===== config.mk =====
export PLATFORM = sky130hd
export DESIGN_NAME = scan_mux_n
export DESIGN_NICKNAME = d
export VERILOG_FILES = /design/src/rtl/mux_pkg.sv /design/src/rtl/mux_n_comb.sv /design/src/rtl/scan_mux_n.sv
export SDC_FILE = /design/constraint.sdc
export NUM_CORES = 1
export LEC_CHECK = 0
export ABC_AREA = 1
export CORE_MARGIN = 1.5
export CORE_UTILIZATION = 46
export DETAILED_ROUTE_END_ITERATION = 10
export PLACE_DENSITY = 0.73
export SLEW_MARGIN = 20
export SYNTH_ARGS = -nofsm -noshare
export SYNTH_HDL_FRONTEND = slang
export SYNTH_SLANG_ARGS = --single-unit

===== constraint.sdc =====
create_clock -name sysclk -period 1.4 [get_ports sysclk]
set_input_delay 0.35 -clock sysclk [delete_from_list [all_inputs] [get_ports sysclk]]
set_output_delay 0.35 -clock sysclk [all_outputs]
set_load 0.005 [all_outputs]

===== src/rtl/mux_pkg.sv =====
// Shared mux package: state encodings and a constant-safe clog2.
// Reused by every registered selector in the design.
package mux_pkg;

    typedef logic [1:0] state_t;

    localparam state_t DIRECT     = 2'd0;
    localparam state_t SCAN_DWELL = 2'd1;
    localparam state_t SCAN_HOLD  = 2'd2;

    function automatic int clog2(input int n);
        int r;
        r = 0;
        for (int i = 0; i < 32; i++) begin
            if ((1 << r) < n) r++;
        end
        return r;
    endfunction

endpackage


===== src/rtl/mux_n_comb.sv =====
// Combinational WIDTH x CHANNELS selector.
// Selects outside the populated range read as zero and raise outOfRange.
module mux_n_comb #(
    parameter int WIDTH    = 1,
    parameter int CHANNELS = 8,
    parameter int SEL_W    = 3
) (
    input  logic [CHANNELS*WIDTH-1:0] dataIn,
    input  logic [SEL_W-1:0]          sel,
    output logic [WIDTH-1:0]          dataOut,
    output logic                      outOfRange
);

    always_comb begin
        dataOut = '0;
        for (int k = 0; k < CHANNELS; k++) begin
            if (sel == SEL_W'(k)) dataOut = dataIn[k*WIDTH +: WIDTH];
        end
    end

    assign outOfRange = (32'(sel) >= CHANNELS);

endmodule


===== src/rtl/scan_mux_n.sv =====
// Registered N-channel mux: direct select, or self-scanning
// with per-channel dwell and a valid/ready output handshake.
module scan_mux_n
    import mux_pkg::*;
#(
    parameter  int WIDTH    = 1,
    parameter  int CHANNELS = 8,
    parameter  int DWELL    = 4,
    localparam int SEL_W    = clog2(CHANNELS)
) (
    input  logic                      sysclk,
    input  logic                      sys_rst_n,
    input  logic [CHANNELS*WIDTH-1:0] mux_in,
    input  logic [SEL_W-1:0]          sel,
    input  logic                      mode,
    input  logic                      out_ready,
    output logic [WIDTH-1:0]          mux_out,
    output logic [SEL_W-1:0]          out_chan,
    output logic                      out_valid,
    output logic                      out_err
);

    localparam logic [7:0]       CNT_INIT = 8'(DWELL - 1);
    localparam logic [SEL_W-1:0] CHAN_MAX = SEL_W'(CHANNELS - 1);

    state_t           state, stateN;
    logic [SEL_W-1:0] chan, chanN;
    logic [7:0]       cnt, cntN;
    logic [WIDTH-1:0] muxOutN;
    logic [SEL_W-1:0] outChanN;
    logic             outValidN, outErrN;

    logic [SEL_W-1:0] muxSel;
    logic [WIDTH-1:0] selData;
    logic             selErr;

    // mode low always means a direct capture on this edge
    assign muxSel = mode ? chan : sel;

    mux_n_comb #(
        .WIDTH    (WIDTH),
        .CHANNELS (CHANNELS),
        .SEL_W    (SEL_W)
    ) uSel (
        .dataIn     (mux_in),
        .sel        (muxSel),
        .dataOut    (selData),
        .outOfRange (selErr)
    );

    always_comb begin
        stateN    = state;
        chanN     = chan;
        cntN      = cnt;
        muxOutN   = mux_out;
        outChanN  = out_chan;
        outValidN = out_valid;
        outErrN   = out_err;
        if (!mode) begin
            stateN    = DIRECT;
            chanN     = '0;
            cntN      = CNT_INIT;
            muxOutN   = selErr ? '0 : selData;
            outChanN  = sel;
            outValidN = 1'b1;
            outErrN   = selErr;
        end else begin
            unique case (state)
                DIRECT: begin
                    stateN    = SCAN_DWELL;
                    chanN     = '0;
                    cntN      = CNT_INIT;
                    outValidN = 1'b0;
                    outErrN   = 1'b0;
                end
                SCAN_DWELL: begin
                    if (cnt != 8'd0) begin
                        cntN = cnt - 8'd1;
                    end else begin
                        muxOutN   = selData;
                        outChanN  = chan;
                        outValidN = 1'b1;
                        stateN    = SCAN_HOLD;
                    end
                end
                SCAN_HOLD: begin
                    if (out_ready) begin
                        outValidN = 1'b0;
                        chanN     = (chan == CHAN_MAX) ? '0 : chan + 1'b1;
                        cntN      = CNT_INIT;
                        stateN    = SCAN_DWELL;
                    end
                end
                default: stateN = DIRECT;
            endcase
        end
    end

    always_ff @(posedge sysclk or negedge sys_rst_n) begin
        if (!sys_rst_n) begin
            state     <= DIRECT;
            chan      <= '0;
            cnt       <= CNT_INIT;
            mux_out   <= '0;
            out_chan  <= '0;
            out_valid <= 1'b0;
            out_err   <= 1'b0;
        end else begin
            state     <= stateN;
            chan      <= chanN;
            cnt       <= cntN;
            mux_out   <= muxOutN;
            out_chan  <= outChanN;
            out_valid <= outValidN;
            out_err   <= outErrN;
        end
    end

endmodule


==> results.sh <==
export IMPL_overflow=0
export IMPL_synth_seq_cells=18
export IMPL_setup_tns_final_ns=-0.3175
export IMPL_clk_latency_ns=0.31
export IMPL_rsz0062_at_grt="yes"
export IMPL_yosysSeqAreaShare=0.3819
export IMPL_path_cells="inv_2, ha_4, nand3_4, nor2_4, nand2_2, nand2_4, buf_12, a21oi_4, a21oi_2"
export IMPL_drtAntennaViolNets=0
export IMPL_dieArea_mm2=0.002892
export IMPL_vias=1255
export IMPL_pwr_share_comb=0.467
export IMPL_grt_pass1_vias=1238
export IMPL_dp_cells=235
export IMPL_ir_drop_uv=814.6
export IMPL_status="finished with violations"
export IMPL_hold_buffers=0
export IMPL_syn_area_mm2=0.001186
export IMPL_rows=18
export IMPL_cp_start_kind="flip-flop"
export IMPL_crit_fanout=5
export IMPL_max_stage_delay_ns=0.55
export IMPL_setup_ws_ns=-0.07621
export IMPL_switching_share=0.3589
export IMPL_netlist_area_leader_share=0.3376
export IMPL_setup_viol=9
export IMPL_first_iter_violations=26
export IMPL_core_mm2=0.002455
export IMPL_crit_required_ns=1.61
export IMPL_cp_end_kind="flip-flop"
export IMPL_synth_top_cell_by_area="dfrtp_1"
export IMPL_p_int_mw=1.159
export IMPL_die_x_um=53.78
export IMPL_dr_pass1_iters=4
export IMPL_placed_area_mm2=0.001622
export IMPL_dp_hpwl_um=2353
export IMPL_p_switching_mw=0.6485
export IMPL_stdcell_area_mm2=0.001912
export IMPL_worstRegToRegCells=9
export IMPL_grt_pass1_wl_um=5181
export IMPL_violations="setup timing"
export IMPL_hold_worst_slack_ns=0.3584
export IMPL_ys_warn_count=0
export IMPL_cp_data_arrival_time_ns=1.68
export IMPL_postSynthAreaPerCell_um2=7.413
export IMPL_synthDistinctLibCells=30
export IMPL_fmax_mhz=677.4
export IMPL_routabilityCongestion=0.9052
export IMPL_final_hold_viol_count=0
export IMPL_fin_util=0.7788
export IMPL_clk_pin_slew_worst_paths_ns=0.11
export IMPL_cap_violations=0
export IMPL_cts_made_buffers=3
export IMPL_slew_violations=0
export IMPL_wire_per_inst_um=14.15
export IMPL_antenna_found_initial=0
export IMPL_pwr_share_seq=0.348
export IMPL_grt_use_total=0.2542
export IMPL_p_clk_frac=0.185
export IMPL_root_buffer="clkbuf_4"
export IMPL_grt_max_degree=19
export IMPL_finalCritPeriodShare=1.054
export IMPL_finalCriticalPeriod_ns=1.476
export IMPL_drc=0
export IMPL_viasPerCell=5.020
export IMPL_initial_core_util=0.4832
export IMPL_syn_nets=179
export IMPL_power_leakage_nw=0.9980
export IMPL_ctsLongestPathBuffers=2
export IMPL_cts_tree="built"
export IMPL_htreeDepth=1
export IMPL_port_buffers=19
export IMPL_diodes=0
export IMPL_final_cells=250
export IMPL_numClockSinks=18
export IMPL_drt_wl_total_um=3537
export IMPL_critical_path_class="flip-flop to flip-flop"
export IMPL_io_pins=21
export IMPL_hp_class="input pin to async pin"
export IMPL_crit_slowest_cell="dfstp_2"
export IMPL_area_growth_pct=61.18
export IMPL_skew_ns=0.0007969
export IMPL_syn_inst=160
export IMPL_power_density_mw_per_mm2=945.2
export IMPL_dieHeight_um=53.78
export IMPL_yosys_top_cells_area="dfrtp_1 (34%), nand2_1 (13%), inv_1 (7.6%)"
export IMPL_nets=240
export IMPL_layout_drive_gt1_share=0.4045
-- metrics by stage --
| stage | setup WS [ns] | power, mW |
|---|---|---|
| floorplan | 0.0002460 | 0.9543 |
| global placement | -0.3657 | 1.225 |
| detailed placement | -0.4545 | 1.251 |
| CTS | -0.05319 | 1.694 |
| global route | -0.1410 | 1.912 |
| finish | -0.07621 | 1.807 |
-- cell usage in the layout, fill, tap and decap left out, types with 4 or more instances in the layout --
master	Yosys	final
buf_4	1	36
clkdlybuf4s50_1	0	13
dfrtp_1	16	16
dlygate4sd2_1	0	6
inv_1	24	20
inv_2	3	6
nand2_1	40	32
nand2_2	2	4
nand2_4	0	6
nand3_1	17	14
nand4_1	4	4
nor2_1	11	8
nor2_4	2	4
o21ai_2	0	5
-- flip-flops by register name, indices dropped and copies added (netlist names) --
signal and flops:
chan 3, cnt 8, mux_out 1, out_chan 3
out_valid 1, state 2
-- layout make-up --
class                      count  area (um^2)
sequential                    18        452.9
timing repair buffer          59        523.0
tap                           30        37.54
multi-input combinational    111        752.0
fill                         175        543.0
clock buffer                   4        36.28
inverter                      28        110.1
-- Yosys cell counts --
library cell and instances:
nand3_4 1, nor2_4 2, buf_4 1, nor2_2 2, ha_1 4, inv_1 24, a21oi_1 1, buf_6 2
or2_1 1, nand2_2 2, o41ai_1 1, o22ai_1 2, and2_1 1, conb_1 1, o21ai_0 10, nand4_1 4
or2_2 2, a31oi_1 1, nand3b_1 2, nand2_1 40, nand3_1 17, xor2_1 1, nor2_1 11, o21ai_1 2
dfrtp_1 16, inv_4 1, a21oi_2 2, dfstp_2 2, inv_2 3, o21ai_4 1
-- per-layer routing --
| layer | part of all wire | GRT usage |
|---|---|---|
| met5 | 0 | 0 |
| met4 | 0.029 | 0.1453 |
| met3 | 0.047 | 0.04444 |
| met2 | 0.54 | 0.4695 |
| met1 | 0.39 | 0.2669 |
-- power by group through the flow --
stage          sequential, mW  clock (mW)  combinational, mW
2_1_floorplan           0.634           0              0.321
4_1_cts                 0.626       0.345              0.723
5_1_grt                 0.636       0.360              0.916
3_3_place_gp            0.630           0              0.595
3_5_place_dp            0.632           0              0.619
6_report                0.628       0.335              0.844
-- critical path, delay by kind of cell, from the launching register on --
family | cells | cell delay [ns]
AND/OR/NAND/NOR | 4 | 0.30
AO/OA/AOI/OAI | 2 | 0.15
adder cells (fa/ha/maj) | 1 | 0.16
buffers and inverters | 2 | 0.21
flip-flops | 1 | 0.55
-- cells by family after synthesis --
family / Yosys count / share of synthesized area
buf+inv: 31 / 0.1160
simple gates: 85 / 0.3428
other cells: 1 / 0.003162
flops: 18 / 0.3819
fa+ha+maj: 4 / 0.04220
xor+xnor: 1 / 0.007385
compound gates: 20 / 0.1065
-- what timing repair did --
item                       4_1_cts  5_1_grt
gates resized for setup         33       22
pin swaps                        4       15
gates cloned                     1        0
setup endpoints to repair       18       14
setup buffers                    3        7
-- final timing paths --
path,start,to,slack [ns]
max,cnt[1],cnt[4],-0.08
max reg2reg,cnt[1],cnt[4],-0.08
min,sys_rst_n,cnt[4],0.36
min reg2reg,state[0],state[1],0.49
min in group sysclk,state[0],state[1],0.49
max in group asynchronous,sys_rst_n,cnt[0],0.78
Note: power is estimated with default switching activity, not from simulation.
